==> config.mk <==
export PLATFORM = sky130hd
export DESIGN_NAME = dmem_arbiter
export DESIGN_NICKNAME = d
export VERILOG_FILES = /design/src/rtl/dmem_arbiter.sv
export SDC_FILE = /design/constraint.sdc
export NUM_CORES = 1
export LEC_CHECK = 0
export CELL_PAD_IN_SITES_DETAIL_PLACEMENT = 0
export CELL_PAD_IN_SITES_GLOBAL_PLACEMENT = 2
export CORE_MARGIN = 4
export CORE_UTILIZATION = 22
export DETAILED_ROUTE_END_ITERATION = 6
export PLACE_DENSITY_LB_ADDON = 0.1
export SKIP_CTS_REPAIR_TIMING = 1
export SLEW_MARGIN = 20
export SYNTH_ARGS = -nofsm -noshare
export SYNTH_HDL_FRONTEND = slang
export SYNTH_SLANG_ARGS = --single-unit
==> constraint.sdc <==
create_clock -name clk -period 2.6 [get_ports clk]
set_clock_uncertainty 0.05 [all_clocks]
set_input_delay 0.26 -clock clk [delete_from_list [all_inputs] [get_ports clk]]
set_output_delay 0.26 -clock clk [all_outputs]
set_load 0.02 [all_outputs]
==> src/rtl/dmem_arbiter.sv <==
// Round-robin arbiter sharing one data-memory port between core (port 0) and DMA (port 1).
// Latency: accept in N, memory driven in N+1, read data or error response in N+2.
// Backpressure: only the losing requester of a tie sees ready=0; one accept per cycle.
module dmem_arbiter #(
  parameter int ADDR_WIDTH = 32,
  parameter int DATA_WIDTH = 32,
  parameter int MEM_DEPTH  = 1024
) (
  input  logic                  clk,
  input  logic                  rst,
  input  logic                  p0_valid,
  input  logic                  p0_we,
  input  logic [ADDR_WIDTH-1:0] p0_addr,
  input  logic [DATA_WIDTH-1:0] p0_wdata,
  output logic                  p0_ready,
  output logic                  p0_rvalid,
  output logic [DATA_WIDTH-1:0] p0_rdata,
  output logic                  p0_err,
  input  logic                  p1_valid,
  input  logic                  p1_we,
  input  logic [ADDR_WIDTH-1:0] p1_addr,
  input  logic [DATA_WIDTH-1:0] p1_wdata,
  output logic                  p1_ready,
  output logic                  p1_rvalid,
  output logic [DATA_WIDTH-1:0] p1_rdata,
  output logic                  p1_err,
  output logic                  mem_we,
  output logic [ADDR_WIDTH-1:0] mem_addr,
  output logic [DATA_WIDTH-1:0] mem_wd,
  input  logic [DATA_WIDTH-1:0] mem_rd
);

  // Highest legal word-aligned byte address.
  localparam logic [ADDR_WIDTH-1:0] MAX_ADDR = ADDR_WIDTH'(MEM_DEPTH * 4 - 4);

  // Port granted most recently; 1 after reset so port 0 wins the first tie.
  logic                  last_grant;
  logic                  grant0;
  logic                  grant1;
  logic                  accept;

  logic                  req_we;
  logic [ADDR_WIDTH-1:0] req_addr;
  logic [DATA_WIDTH-1:0] req_wdata;
  logic                  req_bad;

  logic                  s1_vld;
  logic                  s1_id;
  logic                  s1_we;
  logic [ADDR_WIDTH-1:0] s1_addr;
  logic [DATA_WIDTH-1:0] s1_wdata;
  logic                  s1_bad;

  logic                  s2_vld;
  logic                  s2_id;
  logic                  s2_is_read;
  logic                  s2_bad;
  logic [DATA_WIDTH-1:0] p0_rdata_q;
  logic [DATA_WIDTH-1:0] p1_rdata_q;

  // Grant: a lone requester always wins; on a tie the port not granted last wins.
  always_comb begin
    grant0 = 1'b0;
    grant1 = 1'b0;
    if (!rst) begin
      if (p0_valid && (!p1_valid || last_grant)) begin
        grant0 = 1'b1;
      end else if (p1_valid) begin
        grant1 = 1'b1;
      end
    end
  end

  assign accept   = grant0 | grant1;
  assign p0_ready = grant0;
  assign p1_ready = grant1;

  // Select the winning request and classify it before registering.
  always_comb begin
    req_we    = grant1 ? p1_we    : p0_we;
    req_addr  = grant1 ? p1_addr  : p0_addr;
    req_wdata = grant1 ? p1_wdata : p0_wdata;
    req_bad   = (req_addr[1:0] != 2'b00) || (req_addr > MAX_ADDR);
  end

  // Last-grant pointer moves only when a request is actually accepted.
  always_ff @(posedge clk) begin
    if (rst) begin
      last_grant <= 1'b1;
    end else if (accept) begin
      last_grant <= grant1;
    end
  end

  // Stage 1: the accepted request; addr/wdata hold while idle so the memory bus stays quiet.
  always_ff @(posedge clk) begin
    if (rst) begin
      s1_vld   <= 1'b0;
      s1_id    <= 1'b0;
      s1_we    <= 1'b0;
      s1_addr  <= '0;
      s1_wdata <= '0;
      s1_bad   <= 1'b0;
    end else begin
      s1_vld <= accept;
      if (accept) begin
        s1_id    <= grant1;
        s1_we    <= req_we;
        s1_addr  <= req_addr;
        s1_wdata <= req_wdata;
        s1_bad   <= req_bad;
      end
    end
  end

  // Bad accesses still present their address but never assert the write enable.
  assign mem_addr = s1_addr;
  assign mem_wd   = s1_wdata;
  assign mem_we   = s1_vld & s1_we & ~s1_bad;

  // Stage 2: response tag plus per-port read data, captured only for good reads.
  always_ff @(posedge clk) begin
    if (rst) begin
      s2_vld     <= 1'b0;
      s2_id      <= 1'b0;
      s2_is_read <= 1'b0;
      s2_bad     <= 1'b0;
      p0_rdata_q <= '0;
      p1_rdata_q <= '0;
    end else begin
      s2_vld     <= s1_vld;
      s2_id      <= s1_id;
      s2_is_read <= ~s1_we;
      s2_bad     <= s1_bad;
      if (s1_vld && !s1_we && !s1_bad) begin
        if (s1_id) begin
          p1_rdata_q <= mem_rd;
        end else begin
          p0_rdata_q <= mem_rd;
        end
      end
    end
  end

  // Responses are steered to the originating port; good writes stay silent.
  assign p0_rvalid = s2_vld & s2_is_read & ~s2_bad & ~s2_id;
  assign p1_rvalid = s2_vld & s2_is_read & ~s2_bad &  s2_id;
  assign p0_err    = s2_vld & s2_bad & ~s2_id;
  assign p1_err    = s2_vld & s2_bad &  s2_id;
  assign p0_rdata  = p0_rdata_q;
  assign p1_rdata  = p1_rdata_q;

endmodule

==> flow_metrics.tcl <==
set metrics [dict create \
    synthCells 639 \
    status "finished clean" \
    seq_power_share_pct 39.8 \
    hpwl_mm 15.3 \
    die_w_um 166 \
    core_sq_mm 0.0244 \
    overflow 0 \
    internal-power_uw 4120 \
    tightest_slew_ns 0.632 \
    use_met2_pct 26.2 \
    fillers 2489 \
    grt_pass1_vias 5779 \
    io_buffers 300 \
    pwr-share-clk_pct 42.3 \
    syn_nets 805 \
    netSwitchingFraction_pct 28.5 \
    drive_above_1_share_pct 5.69 \
    max_freq_mhz 461 \
    num-nets-final 1084 \
    max_cap_viol_count 0 \
    path_common_cell "clkdlybuf4s50_1" \
    clk_pin_slew_ns 0.06 \
    crit_path_cell_trace "clkdlybuf4s50_1, a21bo_2, nor2_8, clkdlybuf4s50_1" \
    final.setup.tns_ns 0 \
    cts_buffers 17 \
    ys_seq_area_share_pct 50.1 \
    peakVddDrop_v 0.000316 \
    p_leak_uw 0.00341 \
    initial_core_util_pct 22.5 \
    slowest_delay_ns 0.61 \
    cp-start-kind "primary input" \
    fin_crit_sh_pct 83.5 \
    clkLatencyLatePin_ns 0.42 \
    antenna_found_initial 0 \
    cp-end-kind "output port" \
    ant_nets 0 \
    routedWlPerCell_um 16.8 \
    drc 0 \
    arrival_ns 1.86 \
    crit_type "in -> out" \
    period_needed_ns 2.17 \
    power_switching_uw 1640 \
    grt_use_total_pct 15.1 \
    avgSynthCellArea_sq_um 8.57 \
    postSynth.asyncResetShare_pct 0 \
    cp_slowest_cell "clkdlybuf4s50_1" \
    seqCellArea_sq_mm 0.00274 \
    drt_iter0_drc 217 \
    synth_edf_count 0 \
    place.gp.congestion 0.767 \
    hold_depth 2 \
    netlist_area_sq_mm 0.00548 \
    synthToLayoutAreaGrowth_pct 70.3 \
    crit_path_max_fanout 13 \
    final-hold-violation-count 0 \
    met1_usage_pct 17.2 \
    dieArea_sq_mm 0.0275 \
    multiInputGateArea_sq_mm 0.00248 \
    setup_viol 0 \
    via_per_inst 4.41 \
    grt_max_degree 105 \
    slew_headroom_pct 57.9 \
    cts_buffer_depth 2 \
    io_pins 301 \
    ys_seq_elements 137 \
    root_buffer "clkbuf_16" \
    layout_setup_ws_ns 0.430 \
    dp_slack_ns 0.432 \
    top_usage_layer "met2" \
    hold_path.class "in -> reg" \
    cts.sinks 137 \
    mostFrequentLayoutCells "298 x clkdlybuf4s50_1, 146 x nand2_1, 137 x dfxtp_1" \
    tritoncts "done" \
    final_common_cell "clkdlybuf4s50_1" \
    slew_violations 0 \
    routed_wl_mm 21.1 \
    synth.distinct_cells 33 \
    comb_power_share_pct 17.9 \
    h-tree-depth 4 \
    via_count 5537 \
    power_density_mw_per_mm2 617 \
    use_met3_pct 6.55 \
    required_ns 2.29 \
    rows 57 \
    grt_pass1_wl_mm 32.9 \
    yosysWarnings 0 \
    rsz0062_at_grt "false" \
    die_h_um 166 \
    synth_ff_type "dfxtp_1" \
    dr.pass1.iters 4 \
    antenna_cells 0 \
    rr_worst_depth 6 \
]
cell families after synthesis:
kind of cell | after synthesis | share of synthesized area [%]
AND/OR/NAND/NOR | 247 | 18.4
AO/OA/AOI/OAI | 146 | 17.0
flip-flops | 137 | 50.1
buffers and inverters | 56 | 4.82
multiplexers | 53 | 9.68
per-stage QoR:
stage / cell area (sq um) / utilization, % / total power (uW) / instances / hold slack, ns
6_report: 9330 / 38.2 / 5760 / 1255 / 0.184
5_1_grt: 9330 / 38.2 / 6030 / 1255 / 0.180
4_1_cts: 9330 / 38.2 / 5850 / 1255 / 0.174
3_5_place_dp: 8750 / 35.9 / 3380 / 1223 / 0.396
3_3_place_gp: 8750 / 35.9 / 3370 / 1223 / 0.394
2_1_floorplan: 5480 / - / 2780 / 639 / 0.346
metal layers:
layer,share of wire [%],wire [um]
met5,0,0
met4,0.89,187
met3,8.8,1860
met2,49,10300
met1,41,8740
final timing paths:
kind / startpoint / endpoint / slack, ns
min: rst / s2_is_read / 0.18
max: p0_valid / p1_ready / 0.43
min reg2reg: p0_rdata[18] / p0_rdata[18] / 0.40
max reg2reg: last_grant / s1_bad / 0.89
final cells by class:
class | instances | area share, %
Clock buffer | 17 | 4.56
Sequential cell | 137 | 29.4
Tap cell | 324 | 4.35
Timing Repair Buffer | 313 | 33.3
Multi-Input combinational cell | 446 | 26.6
Clock inverter | 15 | 1.62
Inverter | 3 | 0.121
worst max-delay path, delay by kind of cell:
kind	cells	cell delay, ns
buffers and inverters	2	1.11
AND/OR/NAND/NOR	1	0.12
AO/OA/AOI/OAI	1	0.37
synthesized netlist by cell type, types with 2 or more instances:
cell type  number  area share, %
nand2_1       146             10
dfxtp_1       137             50
nor2_1         73            5.0
a21oi_1        64            5.8
a211oi_1       53            7.3
mux2i_1        53            9.7
buf_2          28            2.6
clkbuf_1       20            1.4
o21ai_0        12            1.1
a311oi_1       11            1.8
nor4_1          9            1.0
nor3_1          5           0.46
nor2b_1         4           0.46
buf_1           2           0.14
buf_6           2           0.41
inv_1           2           0.14
nand2b_1        2           0.23
sequential cells by signal, indices dropped and copies added (netlist names):
signal	count
mem_wd	32
mem_addr	32
p0_rdata	32
s2_is_read	1
s2_vld	1
s1_bad	1
s2_id	1
p1_rdata	32
s2_bad	1
last_grant	1
s1_we	1
s1_id	1
s1_vld	1
power by group through the flow:
stage               combinational, uW  clock (uW)  sequential (uW)
global placement                 1040           0             2330
CTS                              1050        2510             2290
floorplan                         311           0             2470
detailed placement               1040           0             2340
finish                           1030        2430             2290
global route                     1110        2610             2310
(Power assumes the default switching activity.)
